--- src/rtl/tdpr_arbiter_pkg.sv ---
// Shared constants and helpers for the true dual-port RAM arbiter.
// Port indices select per-port arrays; rr_inc advances a round-robin index.
package tdpr_pkg;

    localparam int DEF_ADDR_SIZE = 8;
    localparam int DEF_DATA_SIZE = 8;
    localparam int PORT_A        = 0;
    localparam int PORT_B        = 1;

    function automatic int rr_inc(input int idx, input int n);
        return ((idx + 1) >= n) ? 0 : (idx + 1);
    endfunction

endpackage

--- src/rtl/tdpr_arbiter_if.sv ---
// Requester-side bus of the arbiter: packed per-requester request fields,
// grants and read-return data.
interface tdpr_arbiter_if
    import tdpr_pkg::*;
#(
    parameter int N         = 4,
    parameter int ADDR_SIZE = DEF_ADDR_SIZE,
    parameter int DATA_SIZE = DEF_DATA_SIZE
);
    logic [N-1:0]           req;
    logic [N-1:0]           we;
    logic [N*ADDR_SIZE-1:0] addr;
    logic [N*DATA_SIZE-1:0] wdata;
    logic [N-1:0]           gnt;
    logic [N-1:0]           rvalid;
    logic [N*DATA_SIZE-1:0] rdata;

    modport master (output req, we, addr, wdata, input gnt, rvalid, rdata);
    modport slave  (input req, we, addr, wdata, output gnt, rvalid, rdata);
endinterface

--- src/rtl/tdpr_arbiter_rr_pick.sv ---
// Combinational round-robin picker: first requester at or after start
// (wrapping mod N) that is not masked out by excl.
module rr_pick #(
    parameter int N  = 4,
    parameter int IW = 2
) (
    input  logic [N-1:0]  req,
    input  logic [IW-1:0] start,
    input  logic [N-1:0]  excl,
    output logic          found,
    output logic [IW-1:0] idx
);
    int j;

    // Wrapping scan from start; the first eligible index wins.
    always_comb begin
        found = 1'b0;
        idx   = {IW{1'b0}};
        j     = 0;
        for (int k = 0; k < N; k++) begin
            j = int'(start) + k;
            j = (j >= N) ? (j - N) : j;
            if (!found && req[j] && !excl[j]) begin
                found = 1'b1;
                idx   = IW'(j);
            end else begin
                found = found;
            end
        end
    end
endmodule

--- src/rtl/tdpr_arbiter.sv ---
// Round-robin arbiter sharing both ports of a true dual-port RAM among N
// requesters, with same-address conflict suppression and read-data return.
module tdpr_arbiter
    import tdpr_pkg::*;
#(
    parameter int N         = 4,
    parameter int ADDR_SIZE = DEF_ADDR_SIZE,
    parameter int DATA_SIZE = DEF_DATA_SIZE,
    parameter int CNT_SIZE  = 16
) (
    input  logic                 clk,
    input  logic                 rst_n,
    tdpr_arbiter_if.slave        bus,
    output logic                 ram_en_a,
    output logic                 ram_we_a,
    output logic [ADDR_SIZE-1:0] ram_addr_a,
    output logic [DATA_SIZE-1:0] ram_din_a,
    input  logic [DATA_SIZE-1:0] ram_dout_a,
    output logic                 ram_en_b,
    output logic                 ram_we_b,
    output logic [ADDR_SIZE-1:0] ram_addr_b,
    output logic [DATA_SIZE-1:0] ram_din_b,
    input  logic [DATA_SIZE-1:0] ram_dout_b,
    output logic [CNT_SIZE-1:0]  coll_cnt
);
    localparam int IW = $clog2(N);
    localparam logic [CNT_SIZE-1:0] CNT_ONE = CNT_SIZE'(1);
    localparam logic [CNT_SIZE-1:0] CNT_MAX = {CNT_SIZE{1'b1}};

    logic [IW-1:0]        ptr_r;
    logic [1:0]           found_s;
    logic [1:0]           grant_s;
    logic [IW-1:0]        win_s [2];
    logic [N-1:0]         excl_s;
    logic                 coll_s;
    logic [ADDR_SIZE-1:0] win_addr_s [2];
    logic [DATA_SIZE-1:0] win_data_s [2];
    logic [1:0]           win_we_s;
    logic [1:0]           rd_vld_r;
    logic [IW-1:0]        owner_r [2];
    logic [CNT_SIZE-1:0]  coll_cnt_r;

    // B scans from the same pointer but skips A's winner, so it lands on the next requester.
    assign excl_s = found_s[PORT_A] ? (N'(1) << win_s[PORT_A]) : {N{1'b0}};

    rr_pick #(.N(N), .IW(IW)) u_pick_a (
        .req(bus.req), .start(ptr_r), .excl({N{1'b0}}),
        .found(found_s[PORT_A]), .idx(win_s[PORT_A])
    );

    rr_pick #(.N(N), .IW(IW)) u_pick_b (
        .req(bus.req), .start(ptr_r), .excl(excl_s),
        .found(found_s[PORT_B]), .idx(win_s[PORT_B])
    );

    // Mux winner fields, apply the collision rule and drive grants and RAM pins.
    always_comb begin
        for (int p = 0; p < 2; p++) begin
            win_addr_s[p] = bus.addr[win_s[p]*ADDR_SIZE +: ADDR_SIZE];
            win_data_s[p] = bus.wdata[win_s[p]*DATA_SIZE +: DATA_SIZE];
            win_we_s[p]   = bus.we[win_s[p]];
        end
        coll_s = found_s[PORT_A] && found_s[PORT_B] &&
                 (win_addr_s[PORT_A] == win_addr_s[PORT_B]) &&
                 (win_we_s[PORT_A] || win_we_s[PORT_B]);
        grant_s[PORT_A] = rst_n && found_s[PORT_A];
        grant_s[PORT_B] = rst_n && found_s[PORT_B] && !coll_s;
        bus.gnt = ({N{grant_s[PORT_A]}} & (N'(1) << win_s[PORT_A])) |
                  ({N{grant_s[PORT_B]}} & (N'(1) << win_s[PORT_B]));
        ram_en_a   = grant_s[PORT_A];
        ram_we_a   = grant_s[PORT_A] && win_we_s[PORT_A];
        ram_addr_a = grant_s[PORT_A] ? win_addr_s[PORT_A] : {ADDR_SIZE{1'b0}};
        ram_din_a  = grant_s[PORT_A] ? win_data_s[PORT_A] : {DATA_SIZE{1'b0}};
        ram_en_b   = grant_s[PORT_B];
        ram_we_b   = grant_s[PORT_B] && win_we_s[PORT_B];
        ram_addr_b = grant_s[PORT_B] ? win_addr_s[PORT_B] : {ADDR_SIZE{1'b0}};
        ram_din_b  = grant_s[PORT_B] ? win_data_s[PORT_B] : {DATA_SIZE{1'b0}};
    end

    // Pointer, read-return ownership and saturating collision counter.
    always_ff @(posedge clk or negedge rst_n) begin
        if (!rst_n) begin
            ptr_r      <= {IW{1'b0}};
            rd_vld_r   <= 2'b00;
            owner_r[0] <= {IW{1'b0}};
            owner_r[1] <= {IW{1'b0}};
            coll_cnt_r <= {CNT_SIZE{1'b0}};
        end else begin
            if (grant_s[PORT_B]) begin
                ptr_r <= IW'(rr_inc(int'(win_s[PORT_B]), N));
            end else if (grant_s[PORT_A]) begin
                ptr_r <= IW'(rr_inc(int'(win_s[PORT_A]), N));
            end else begin
                ptr_r <= ptr_r;
            end
            for (int p = 0; p < 2; p++) begin
                rd_vld_r[p] <= grant_s[p] && !win_we_s[p];
                owner_r[p]  <= win_s[p];
            end
            if (coll_s && (coll_cnt_r != CNT_MAX)) begin
                coll_cnt_r <= coll_cnt_r + CNT_ONE;
            end else begin
                coll_cnt_r <= coll_cnt_r;
            end
        end
    end

    // Route each port's registered RAM data to the requester that owns it.
    always_comb begin
        bus.rvalid = {N{1'b0}};
        bus.rdata  = {(N*DATA_SIZE){1'b0}};
        for (int i = 0; i < N; i++) begin
            bus.rvalid[i] = (rd_vld_r[PORT_A] && (owner_r[PORT_A] == IW'(i))) ||
                            (rd_vld_r[PORT_B] && (owner_r[PORT_B] == IW'(i)));
            if (rd_vld_r[PORT_A] && (owner_r[PORT_A] == IW'(i))) begin
                bus.rdata[i*DATA_SIZE +: DATA_SIZE] = ram_dout_a;
            end else if (rd_vld_r[PORT_B] && (owner_r[PORT_B] == IW'(i))) begin
                bus.rdata[i*DATA_SIZE +: DATA_SIZE] = ram_dout_b;
            end else begin
                bus.rdata[i*DATA_SIZE +: DATA_SIZE] = {DATA_SIZE{1'b0}};
            end
        end
    end

    assign coll_cnt = coll_cnt_r;
endmodule
--- src/flat_wrapper.sv ---
// flat-port wrapper written by rule: the top's interface ports become plain ports
module tdpr_arbiter_flat import tdpr_pkg::*;
#(
    parameter int N         = 4,
    parameter int ADDR_SIZE = DEF_ADDR_SIZE,
    parameter int DATA_SIZE = DEF_DATA_SIZE,
    parameter int CNT_SIZE  = 16
)
  (clk, rst_n, ram_en_a, ram_we_a, ram_addr_a, ram_din_a, ram_dout_a, ram_en_b, ram_we_b, ram_addr_b, ram_din_b, ram_dout_b, coll_cnt, bus_req, bus_we, bus_addr, bus_wdata, bus_gnt, bus_rvalid, bus_rdata);
  tdpr_arbiter_if #(.N(N), .ADDR_SIZE(ADDR_SIZE), .DATA_SIZE(DATA_SIZE)) bus_i ();
  input  logic clk;
  input  logic rst_n;
  output logic ram_en_a;
  output logic ram_we_a;
  output logic [ADDR_SIZE-1:0] ram_addr_a;
  output logic [DATA_SIZE-1:0] ram_din_a;
  input  logic [DATA_SIZE-1:0] ram_dout_a;
  output logic ram_en_b;
  output logic ram_we_b;
  output logic [ADDR_SIZE-1:0] ram_addr_b;
  output logic [DATA_SIZE-1:0] ram_din_b;
  input  logic [DATA_SIZE-1:0] ram_dout_b;
  output logic [CNT_SIZE-1:0] coll_cnt;
  input wire logic [$bits(bus_i.req)-1:0] bus_req;
  input wire logic [$bits(bus_i.we)-1:0] bus_we;
  input wire logic [$bits(bus_i.addr)-1:0] bus_addr;
  input wire logic [$bits(bus_i.wdata)-1:0] bus_wdata;
  output wire logic [$bits(bus_i.gnt)-1:0] bus_gnt;
  output wire logic [$bits(bus_i.rvalid)-1:0] bus_rvalid;
  output wire logic [$bits(bus_i.rdata)-1:0] bus_rdata;
  assign bus_i.req = bus_req;
  assign bus_i.we = bus_we;
  assign bus_i.addr = bus_addr;
  assign bus_i.wdata = bus_wdata;
  assign bus_gnt = bus_i.gnt;
  assign bus_rvalid = bus_i.rvalid;
  assign bus_rdata = bus_i.rdata;
  tdpr_arbiter #(.N(N), .ADDR_SIZE(ADDR_SIZE), .DATA_SIZE(DATA_SIZE), .CNT_SIZE(CNT_SIZE)) u_core (.clk(clk), .rst_n(rst_n), .bus(bus_i), .ram_en_a(ram_en_a), .ram_we_a(ram_we_a), .ram_addr_a(ram_addr_a), .ram_din_a(ram_din_a), .ram_dout_a(ram_dout_a), .ram_en_b(ram_en_b), .ram_we_b(ram_we_b), .ram_addr_b(ram_addr_b), .ram_din_b(ram_din_b), .ram_dout_b(ram_dout_b), .coll_cnt(coll_cnt));
endmodule
--- config.mk ---
export PLATFORM = sky130hd
export DESIGN_NAME = tdpr_arbiter_flat
export DESIGN_NICKNAME = d
export VERILOG_FILES = /design/src/rtl/tdpr_arbiter_pkg.sv /design/src/rtl/tdpr_arbiter_if.sv /design/src/rtl/tdpr_arbiter_rr_pick.sv /design/src/rtl/tdpr_arbiter.sv /design/src/flat_wrapper.sv
export SDC_FILE = /design/constraint.sdc
export NUM_CORES = 1
export LEC_CHECK = 0
export ABC_AREA = 0
export BUFFER_PORTS_ARGS = -buffer_cell sky130_fd_sc_hd__buf_2
export CORE_UTILIZATION = 40
export CTS_BUF_LIST = sky130_fd_sc_hd__clkbuf_2 sky130_fd_sc_hd__clkbuf_4 sky130_fd_sc_hd__clkbuf_8
export CTS_CLUSTER_DIAMETER = 80
export DETAILED_ROUTE_END_ITERATION = 10
export GPL_ROUTABILITY_DRIVEN = 0
export PLACE_DENSITY = 0.72
export SLEW_MARGIN = 20
export SYNTH_ARGS = -nofsm -noshare
export SYNTH_HDL_FRONTEND = slang
export SYNTH_SLANG_ARGS = --single-unit
--- constraint.sdc ---
create_clock -name clk -period 8.1 [get_ports clk]
set_input_delay 1.62 -clock clk [delete_from_list [all_inputs] [get_ports clk]]
set_output_delay 1.62 -clock clk [all_outputs]
set_load 0.01 [all_outputs]
==> key figures, run 1 <==
Setup path
  – CP Max Fanout: 14
  – CP delay by family, top: compound AO/OA/AOI/OAI gates
  – CP max-delay cell: mux4_2
  – CP Cell Sequence: buf_2 > nand2_1 > o221a_2 > nand2_1 > inv_2 > ha_1 > nand2b_1 > mux4_2 > a41oi_2 > nand4_1 > a31oi_4 > buf_12 > buf_4 > mux2i_1 > mux2i_1 > xor2_1 > nand4_1 > nor4_4 > or2_4 > buf_4 > a311oi_1 > buf_2
  – Worst Setup End Kind: primary output
  – WP data required: between 6 and 7 ns
  – CP Buf/Inv Count: 6
  – WS Path Type: primary input to primary output
  – Max stage delay on crit path: 0.48 ns
  – Data arrival, critical path: approximately 6 ns
  – CP Launch Type: primary input

Route
  – ANT nets after route: 0
  – Initial drt markers: ~250
  – Post-Route WL: approximately 12 mm
  – Routed WL per cell: approximately 16 µm
  – Vias/cell: 5.87
  – DRT Pass-1 Iters: 5
  – Via count: 4373
  – DRC viols: 0

STA
  – Peak Freq: around 0.13 GHz
  – Clock skew: 0.00912 ns
  – Worst slew margin: between 30% and 40%
  – RSZ-0062 raised after global routing: false
  – Min Clock Period, post-route: around 7.6 ns
  – Hold Violations, Final: 0
  – Final period util: 94.2%
  – Final number of max-transition violations: 0
  – Final setup vio count: 0
  – Final setup margin: roughly 0.47 ns
  – Worst slew pin tran: roughly 0.97 ns
  – Final setup TNS: 0 ns

Synthesis
  – Synth top area share: between 10% and 20%
  – Most common cell in the synthesized netlist: nand2_1
  – Synth cell types: 57
  – Mean Syn Cell Area: 7.22 µm²
  – Synthesized flop and latch total: 24
  – Seq/Total Area, Yosys: 17.5%
  – Syn. warnings: 0
  – Synth cell count leaders: 100 x nand2_1, 36 x and3_1, 35 x a22o_1
  – Most used DFF post-synth: dfrtp_1
  – Async set-reset flop share out of synthesis: 100%
  – Synth top area cells: dfrtp_1 18%, nand2_1 11%, a22o_1 8.9%
  – Area leader, netlist: dfrtp_1
  – Syn Nets: 571
  – Post-synth EDFFs: 0
  – Mapped cell area: between 3000 and 4000 µm²
  – Gate Count Post-Synth: 475

Die
  – Initial Utilization: about two fifths
  – Site Rows: 33
  – DIE WIDTH: 94.6 µm
  – Core area: 8260 µm²
  – IO Pins: roughly 180
  – Die area: between 8000 and 9000 µm²
  – Die H: ~95 µm

Global route
  – First-pass GRT wire length: between 15 and 20 mm
  – Largest net degree at the start of global routing: between 40 and 50
  – Grt total ovfl: 0
  – Initial antenna violation count: 0
  – Total track usage: roughly a quarter
  – Number of global-route vias before repair: approximately 3.9k

Power
  – Total power: ~1.8 mW
  – Gate power share: roughly 86%
  – Pwr Density: around 400 nW/µm²
  – Peak VDD IR: 0.247 mV
  – Internal Power: a little over 800 µW
  – Leak: around 2.4 nW
  – Clk pwr share: about 3.9%
  – Net Sw Power: ~940 µW
  – Seq pwr share: 10.6%
  – Switching Share: 53.5%

Clocking
  – Clk root buf: clkbuf_8
  – Clock buffer count from CTS: 3
  – CTS sink cnt: 24
  – Clock Latency Late Sink: roughly 0.26 ns
  – Max Root-Sink Buffers: 2
  – Clock transition at path regs: around 0.08 ns
  – H-Tree Level Count: 1
  – CTS tree: built

Cells and area
  – Area grow syn2layout: 31.5%
  – # fillers: between 800 and 900
  – Cell area after layout: 4510 µm²
  – ANT cells: 0
  – # nets final: 738
  – Layout cells sized above 1: roughly a third

Outcome
  – Status: completed

Flow run
  – Max-cap violations: 0

Min path
  – Hold Crit Class: flip-flop to flip-flop

Placement
  – # port buffers: roughly 180
  – Hpwl dp: 9.25 mm
  – Placed Area: between 4000 and 5000 µm²
  – Dpl ws: approximately 0.0018 ns
==> path summary, 6_finish.rpt <==
check / from / end / slack, ns / cells after the start
min in group asynchronous: rst_n / u_core.coll_cnt[0] / 1.35 / 1
worst max register to register: u_core.ptr_r[0] / u_core.coll_cnt[12] / 2.93 / 20
max in group asynchronous: rst_n / u_core.coll_cnt[8] / 6.36 / 1
worst max-delay path: bus_req[1] / ram_din_b[5] / 0.47 / 22
worst min-delay path: u_core.coll_cnt[15] / u_core.coll_cnt[15] / 0.49 / 1
worst min register to register: u_core.coll_cnt[15] / u_core.coll_cnt[15] / 0.49 / 1
==> cell type report <==
class	instances	area [µm²]	area share [%]
multi-input combinational	399	2630	58.3
timing repair buffer	198	1050	23.2
sequential	24	601	13.3
tap	105	131	2.92
inverter	16	60.1	1.33
clock buffer	3	41.3	0.916
==> stage by stage <==
| step | util, % | cells | hold slack, ns |
|---|---|---|---|
| detailed placement | 53.3 | 737 | 0.485 |
| CTS | 53.8 | 740 | 0.497 |
| global route | 54.6 | 745 | 0.517 |
| floorplan | - | 475 | 0.519 |
| global placement | 53.3 | 737 | 0.472 |
| finish | 54.6 | 745 | 0.495 |
==> cells by family (layout without fill, tap and decap cells) <==
kind of cell	Yosys count	count (layout)	share of synthesized area, %
compound gates	122	122	27.8
xor+xnor	22	22	5.62
fa+ha+maj	6	6	2.19
buf+inv	52	217	6.53
flops	24	24	17.5
mux	27	27	8.47
simple gates	222	222	31.9
==> cells in the final DEF, fill, tap and decap left out, types with 6 or more instances in the layout <==
master / Yosys / routed
a21oi_1: 20 / 20
a22o_1: 35 / 35
a311oi_1: 24 / 24
a31oi_1: 6 / 6
and2_1: 11 / 11
and3_1: 36 / 36
buf_2: 8 / 181
buf_4: 1 / 16
dfrtp_1: 24 / 24
ha_1: 6 / 6
inv_1: 13 / 13
mux2i_1: 20 / 20
nand2_1: 100 / 100
nand2b_1: 7 / 7
nand3_1: 17 / 17
nand4_1: 6 / 6
nor2_1: 24 / 24
nor2b_1: 6 / 6
o21ai_0: 11 / 11
xnor2_1: 16 / 16
xor2_1: 6 / 6
==> sequential cells by signal, summed over array words and instances (netlist names) <==
name / count
u_core.coll_cnt: 16
u_core.ptr_r: 2
u_core.owner_r: 4
u_core.rd_vld_r: 2
==> what timing repair did <==
action	in CTS	in global routing
setup buffers	0	5
hold buffers	0	0
pin swaps	1	2
setup endpoints to repair	1	22
resized for setup	0	2
==> layer usage <==
layer / vias up / wire (µm) / GRT usage (%)
met5: - / 0 / 0
met4: 0 / 215 / 7.32
met3: 21 / 877 / 3.38
met2: 210 / 6150 / 49.6
met1: 2068 / 5020 / 30.6
li1: 2074 / - / -
==> power groups by stage <==
stage                     Combinational [mW]  Sequential [mW]  Clock, mW
after CTS                               1.44            0.184     0.0703
final                                   1.50            0.186     0.0683
after detailed placement                1.43            0.186          0
after global routing                    1.65            0.193     0.0749
after global placement                  1.40            0.185          0
after floorplan                         1.04            0.160          0
Power figures use the tool's default switching activity.
==> run 2, diff against run 1 <==
Settings changed: PLACE_DENSITY 0.72 to 0.69, RECOVER_POWER from default to 100.
==> run 2 against run 1 <==
The run now ends with capacitance limit, slew limit left. Cell count fell by 0.27%. Critical path type unchanged. Non-clock buffer count fell by 3. Critical endpoint is now bus_gnt[0]. Combinational power fell by 3%. Fmax fell by 1.1%. Largest power group unchanged.
==> key figures, run 2 (synthesized netlist as in run 1, its figures left out) <==
Global route
  – Largest net degree at the start of global routing: 47 (unchanged)
  – Total track usage: 25.3% (was 26.2%)
  – Initial antenna violation count: 0 (unchanged)
  – Grt total ovfl: 0 (unchanged)
  – First-pass GRT wire length: 18.4 mm (was 18.8 mm)
  – Number of global-route vias before repair: 3924 (was 3914)

STA
  – RSZ-0062 raised after global routing: false (unchanged)
  – Worst slew pin tran: 1.90 ns (was 0.973 ns)
  – Final period util: 95.3% (was 94.2%)
  – Worst slew margin: -26.7% (was 34.6%)
  – Final setup vio count: 0 (unchanged)
  – Hold_ws: 0.495 ns (about the same)
  – Final setup TNS: 0 ns (unchanged)
  – Peak Freq: 0.130 GHz (was 0.131 GHz)
  – Hold Violations, Final: 0 (unchanged)
  – Final number of max-transition violations: 47 (was 0)
  – Clock skew: 0.00778 ns (was 0.00912 ns)
  – Min Clock Period, post-route: 7.72 ns (was 7.63 ns)

Route
  – Post-Route WL: 12.1 mm (was 12.3 mm)
  – DRC viols: 0 (unchanged)
  – ANT nets after route: 0 (unchanged)
  – Met3 routed WL: 904 µm (was 877 µm)
  – Met1 Wirelength: 5.05 mm (was 5.02 mm)
  – Met2 Wirelength: 5.99 mm (was 6.15 mm)
  – Initial drt markers: 212 (was 249)
  – Via count: 4352 (was 4373)
  – DRT Pass-1 Iters: 5 (unchanged)
  – Top Metal Used: met4 (unchanged)
  – Routed WL per cell: 16.3 µm (was 16.5 µm)
  – Vias/cell: 5.86 (was 5.87)

Power
  – Total power: 1.71 mW (was 1.76 mW)
  – Leak: 2.07 nW (was 2.45 nW)
  – Pwr Density: 394 nW/µm² (was 390 nW/µm²)
  – Peak VDD IR: 0.236 mV (was 0.247 mV)

Setup path
  – Worst Reg-to-Reg Cells: 19 (was 20)
  – Data arrival, critical path: 6.10 ns (was 6.01 ns)
  – Worst Setup End Kind: primary output (unchanged)
  – CP Launch Type: primary input (unchanged)
  – Worst flop-to-flop path startpoint: u_core.ptr_r[0] (unchanged)
  – WS Path Type: primary input to primary output (unchanged)
  – CP startpoint: bus_req[1] (unchanged)
  – WP data required: 6.48 ns (about the same)
  – CP Max Fanout: 14 (unchanged)

Outcome
  – Failing checks: capacitance limit, slew limit
  – Status: finished, violations left (was completed)

Die
  – Initial Utilization: 41.5% (unchanged)
  – IO Pins: 182 (unchanged)
  – Core area: 8260 µm² (unchanged)
  – Site Rows: 33 (unchanged)
  – Die area: 8950 µm² (unchanged)
  – Die H: 94.6 µm (unchanged)
  – DIE WIDTH: 94.6 µm (unchanged)

Clocking
  – CTS tree: built (unchanged)
  – Clock buffer count from CTS: 3 (unchanged)
  – CTS sink cnt: 24 (unchanged)
  – Clock transition at path regs: 0.09 ns (was 0.08 ns)
  – H-Tree Level Count: 1 (unchanged)
  – Max Root-Sink Buffers: 2 (unchanged)
  – Clock Latency Late Sink: 0.27 ns (was 0.26 ns)
  – Clk root buf: clkbuf_8 (unchanged)

Cells and area
  – Most frequent cells in the layout: 100 x nand2_1, 95 x buf_2, 89 x clkbuf_1 (was 181 x buf_2, 100 x nand2_1, 36 x and3_1)
  – Flip-flop count of the largest register after layout: 16 (unchanged)
  – Area grow syn2layout: 27.1% (was 31.5%)
  – Final design utilization: 52.8% (was 54.6%)
  – ANT cells: 0 (unchanged)
  – # nets final: 735 (was 738)
  – Commonest non-fill, non-tap cell in the layout: nand2_1 (was buf_2)
  – Layout cells sized above 1: 20.4% (was 34.8%)
  – Cell area after layout: 4360 µm² (was 4510 µm²)

Flow run
  – Max-cap violations: 1 (was 0)

Min path
  – Worst Hold Depth: 1 (unchanged)
  – Hold Crit Class: flip-flop to flip-flop (unchanged)
  – Hold path start: u_core.coll_cnt[10] (was u_core.coll_cnt[15])

Placement
  – # port buffers: 181 (unchanged)
  – Hpwl dp: 8.93 mm (was 9.25 mm)
  – Placed Area: 4400 µm² (unchanged)
## run 2: cell types whose count changed in the layout (fill, tap and decap cells not counted), sizes merged
cell	delta
buf	-93
clkbuf	+91
## run 2: final timing paths
path,endpoint,slack [ns]
min,u_core.coll_cnt[10],0.49
max,bus_gnt[0],0.38
min reg2reg,u_core.coll_cnt[10],0.49
max reg2reg,u_core.coll_cnt[1],2.59
min in group asynchronous,u_core.coll_cnt[0],1.66
max in group asynchronous,u_core.owner_r[1],5.61
## run 2: report_power, final
part | internal (mW) | switching [mW] | total (mW)
combinational | 0.586 | 0.862 | 1.45
sequential | 0.141 | 0.0453 | 0.186
clock | 0.0434 | 0.0378 | 0.0811
## run 2: worst max-delay path, cell delays in order
cell      delay (ns)
buf_2           0.20
nand2_1         0.15
o221a_2         0.31
nand2_1         0.10
inv_2           0.04
ha_1            0.24
nand2b_1        0.18
mux4_2          0.48
a41oi_2         0.21
nand2_1         0.10
a32oi_2         0.23
buf_4           0.25
mux2_2          0.35
a22o_1          0.18
o22ai_1         0.12
nand3_1         0.14
nor4_4          0.33
or2_4           0.27
inv_2           0.16
a22o_1          0.27
clkbuf_2        0.14
## run 2: layer usage
metal	vias to the layer above	global-route usage [%]
met5	-	0
met4	0	6.44
met3	19	3.62
met2	201	46.2
met1	2065	30.8
li1	2067	-
## run 2: layout make-up
| type | instances | area, µm² |
|---|---|---|
| timing repair buffer | 195 | 902 |
| fill | 852 | 3900 |
| inverter | 16 | 60.1 |
| tap | 105 | 131 |
| clock buffer | 4 | 55.1 |
| sequential | 24 | 601 |
| multi-input combinational | 399 | 2610 |
## run 2: through the flow
| step | worst slack (ns) | std cells |
|---|---|---|
| after floorplan | 0.342 | 475 |
| after global placement | 0.304 | 737 |
| after detailed placement | 0.178 | 737 |
| after CTS | 0.161 | 741 |
| after global routing | 0.0705 | 743 |
| final | 0.384 | 743 |
## run 2: what timing repair did
item	CTS	global route
buffers inserted	0	2
gates resized for setup	0	3
hold buffers	0	0
endpoints found under the setup margin	0	22
endpoints found under the hold margin	0	0
==> run 3, diff against run 2 <==
Settings changed: REMOVE_ABC_BUFFERS from default to 1.
==> run 3 against run 2 <==
The run still ends with capacitance limit, slew limit left. Clock power barely moved. Core utilization up 0.62 points. Hold slack improved by 0.0034 ns. Global-route usage decreased by 0.15 points. Die area unchanged. Via count is 1.8% higher. Register-to-register slack worse by 0.11 ns. Flip-flop and latch count unchanged. Sequential share of layout area is 0.16 points lower. Total power grew 2.5%.
==> key figures, run 3 (synthesized netlist as in run 1, its figures left out) <==
Global route
  – Met1 Usage GRT: 30.0% (was 30.8%)
  – GRT busiest layer: met2 (unchanged)
  – First-pass GRT wire length: 18.1 mm (was 18.4 mm)
  – Number of global-route vias before repair: 3869 (was 3924)
  – Grt total ovfl: 0 (unchanged)
  – M3 GR Usage: 3.54% (was 3.62%)
  – Initial antenna violation count: 0 (unchanged)
  – M2 GR Usage: 45.0% (was 46.2%)
  – Total track usage: 25.1% (was 25.3%)
  – Largest net degree at the start of global routing: 47 (unchanged)

Clocking
  – Hold buffers post-CTS: 0 (unchanged)
  – Max Root-Sink Buffers: 2 (unchanged)
  – Clock buffer count from CTS: 3 (unchanged)
  – Clk root buf: clkbuf_8 (unchanged)
  – CTS tree: built (unchanged)
  – CTS sink cnt: 24 (unchanged)
  – Clock Latency Late Sink: 0.27 ns (about the same)
  – H-Tree Level Count: 1 (unchanged)
  – Clock transition at path regs: 0.09 ns (about the same)

Min path
  – Hold path start: u_core.coll_cnt[10] (unchanged)
  – Hold Crit Class: flip-flop to flip-flop (unchanged)
  – Worst Hold Depth: 1 (unchanged)
  – Hold worst-path end: u_core.coll_cnt[10] (unchanged)

Setup path
  – Worst Setup End Kind: primary output (unchanged)
  – RR Endpoint: u_core.coll_cnt[1] (unchanged)
  – CP Launch Type: primary input (unchanged)
  – CP delay by family, top: compound AO/OA/AOI/OAI gates (unchanged)
  – CP max-delay cell: mux4_2 (unchanged)
  – Max stage delay on crit path: 0.46 ns (was 0.48 ns)
  – WS Path Type: primary input to primary output (unchanged)
  – CP startpoint: bus_req[1] (unchanged)
  – Worst Reg-to-Reg Cells: 19 (unchanged)
  – R2R setup slack: 2.48 ns (was 2.59 ns)
  – CP Cell Sequence: buf_2 > nand2_1 > o221a_2 > nand2_1 > inv_2 > ha_1 > nand2b_1 > mux4_2 > a41oi_1 > nand4_1 > a31oi_4 > buf_4 > mux2i_1 > mux2i_1 > xor2_1 > nand4_1 > nor4_4 > or2_4 > a311oi_1 > clkbuf_1 (was buf_2 > nand2_1 > o221a_2 > nand2_1 > inv_2 > ha_1 > nand2b_1 > mux4_2 > a41oi_2 > nand2_1 > a32oi_2 > buf_4 > mux2_2 > a22o_1 > o22ai_1 > nand3_1 > nor4_4 > or2_4 > inv_2 > a22o_1 > clkbuf_2)
  – CP Max Fanout: 12 (was 14)
  – Worst flop-to-flop path startpoint: u_core.ptr_r[0] (unchanged)
  – WP data required: 6.48 ns (about the same)
  – Data arrival, critical path: 6.15 ns (was 6.10 ns)
  – CP Buf/Inv Count: 4 (was 5)

Route
  – DRC viols: 0 (unchanged)
  – DRT Pass-1 Iters: 5 (unchanged)
  – Initial drt markers: 274 (was 212)
  – ANT nets after route: 0 (unchanged)
  – Post-Route WL: 12.1 mm (about the same)
  – Via count: 4431 (was 4352)
  – Routed WL per cell: 16.2 µm (was 16.3 µm)
  – Vias/cell: 5.92 (was 5.86)

STA
  – Final number of max-transition violations: 47 (unchanged)
  – Final setup TNS: 0 ns (unchanged)
  – RSZ-0062 raised after global routing: false (unchanged)
  – Clock skew: 0.00584 ns (was 0.00778 ns)
  – Final period util: 96.0% (was 95.3%)
  – Peak Freq: 0.129 GHz (was 0.130 GHz)
  – Hold Violations, Final: 0 (unchanged)
  – Worst slew margin: -28.3% (was -26.7%)
  – Worst slew pin tran: 1.92 ns (was 1.90 ns)
  – Final setup vio count: 0 (unchanged)
  – Min Clock Period, post-route: 7.77 ns (was 7.72 ns)

Die
  – Die area: 8950 µm² (unchanged)
  – Initial Utilization: 41.5% (unchanged)
  – Site Rows: 33 (unchanged)
  – DIE WIDTH: 94.6 µm (unchanged)
  – Core area: 8260 µm² (unchanged)
  – Die H: 94.6 µm (unchanged)
  – IO Pins: 182 (unchanged)

Cells and area
  – Flip-flop count of the largest register after layout: 16 (unchanged)
  – Layout cells sized above 1: 22.2% (was 20.4%)
  – Most frequent cells in the layout: 100 x nand2_1, 100 x buf_2, 82 x clkbuf_1 (was 100 x nand2_1, 95 x buf_2, 89 x clkbuf_1)
  – Final design utilization: 53.4% (was 52.8%)
  – # nets final: 741 (was 735)
  – ANT cells: 0 (unchanged)
  – Area grow syn2layout: 28.6% (was 27.1%)

Outcome
  – Status: finished, violations left (unchanged)
  – Failing checks: capacitance limit, slew limit (unchanged)

Power
  – Peak VDD IR: 0.295 mV (was 0.236 mV)
  – Leak: 2.13 nW (was 2.07 nW)
  – Pwr Density: 399 nW/µm² (was 394 nW/µm²)

Placement
  – Hpwl dp: 9.02 mm (was 8.93 mm)
  – # port buffers: 181 (unchanged)

Flow run
  – Max-cap violations: 1 (unchanged)
## run 3: layout make-up
class / instances / area, µm²
fill: 851 / 3850
multi-input combinational: 399 / 2620
timing repair buffer: 201 / 946
sequential: 24 / 601
tap: 105 / 131
inverter: 16 / 60.1
clock buffer: 4 / 55.1
## run 3: worst max path at each step
stage                   endpoint  slack [ns]  cells after the start
CTS                 ram_din_b[0]        0.11                     20
global route          bus_gnt[0]        0.03                     21
global placement    ram_din_b[0]        0.27                     20
finish              ram_din_b[0]        0.33                     20
detailed placement  ram_din_b[0]        0.12                     20
floorplan             bus_gnt[0]       -1.65                     18
## run 3: power breakdown
group | total [mW] | switching (mW) | internal, mW
clock | 0.0813 | 0.0379 | 0.0434
sequential | 0.186 | 0.0459 | 0.141
combinational | 1.49 | 0.866 | 0.624
## run 3: timing repair
item / 4_1_cts / 5_1_grt
buffers inserted: 0 / 8
setup endpoints to repair: 0 / 19
gates resized for setup: 0 / 1
## run 3: per-stage QoR
step                std cells  power, mW  setup WS [ns]  hold WS [ns]  cell area [µm²]
global placement          737       1.58          0.266         0.475             4400
finish                    749       1.76          0.327         0.498             4410
floorplan                 439       1.14          -1.65         0.519             3260
detailed placement        737       1.61          0.122         0.485             4400
global route              749       1.91         0.0282         0.524             4410
CTS                       741       1.70          0.108         0.497             4460
## run 3: per-layer routing
layer  share of wire (%)  vias up
met4                 3.1        0
li1                    -     2085
met5                   0        -
met1                  41     2060
met3                 8.6       33
met2                  48      253
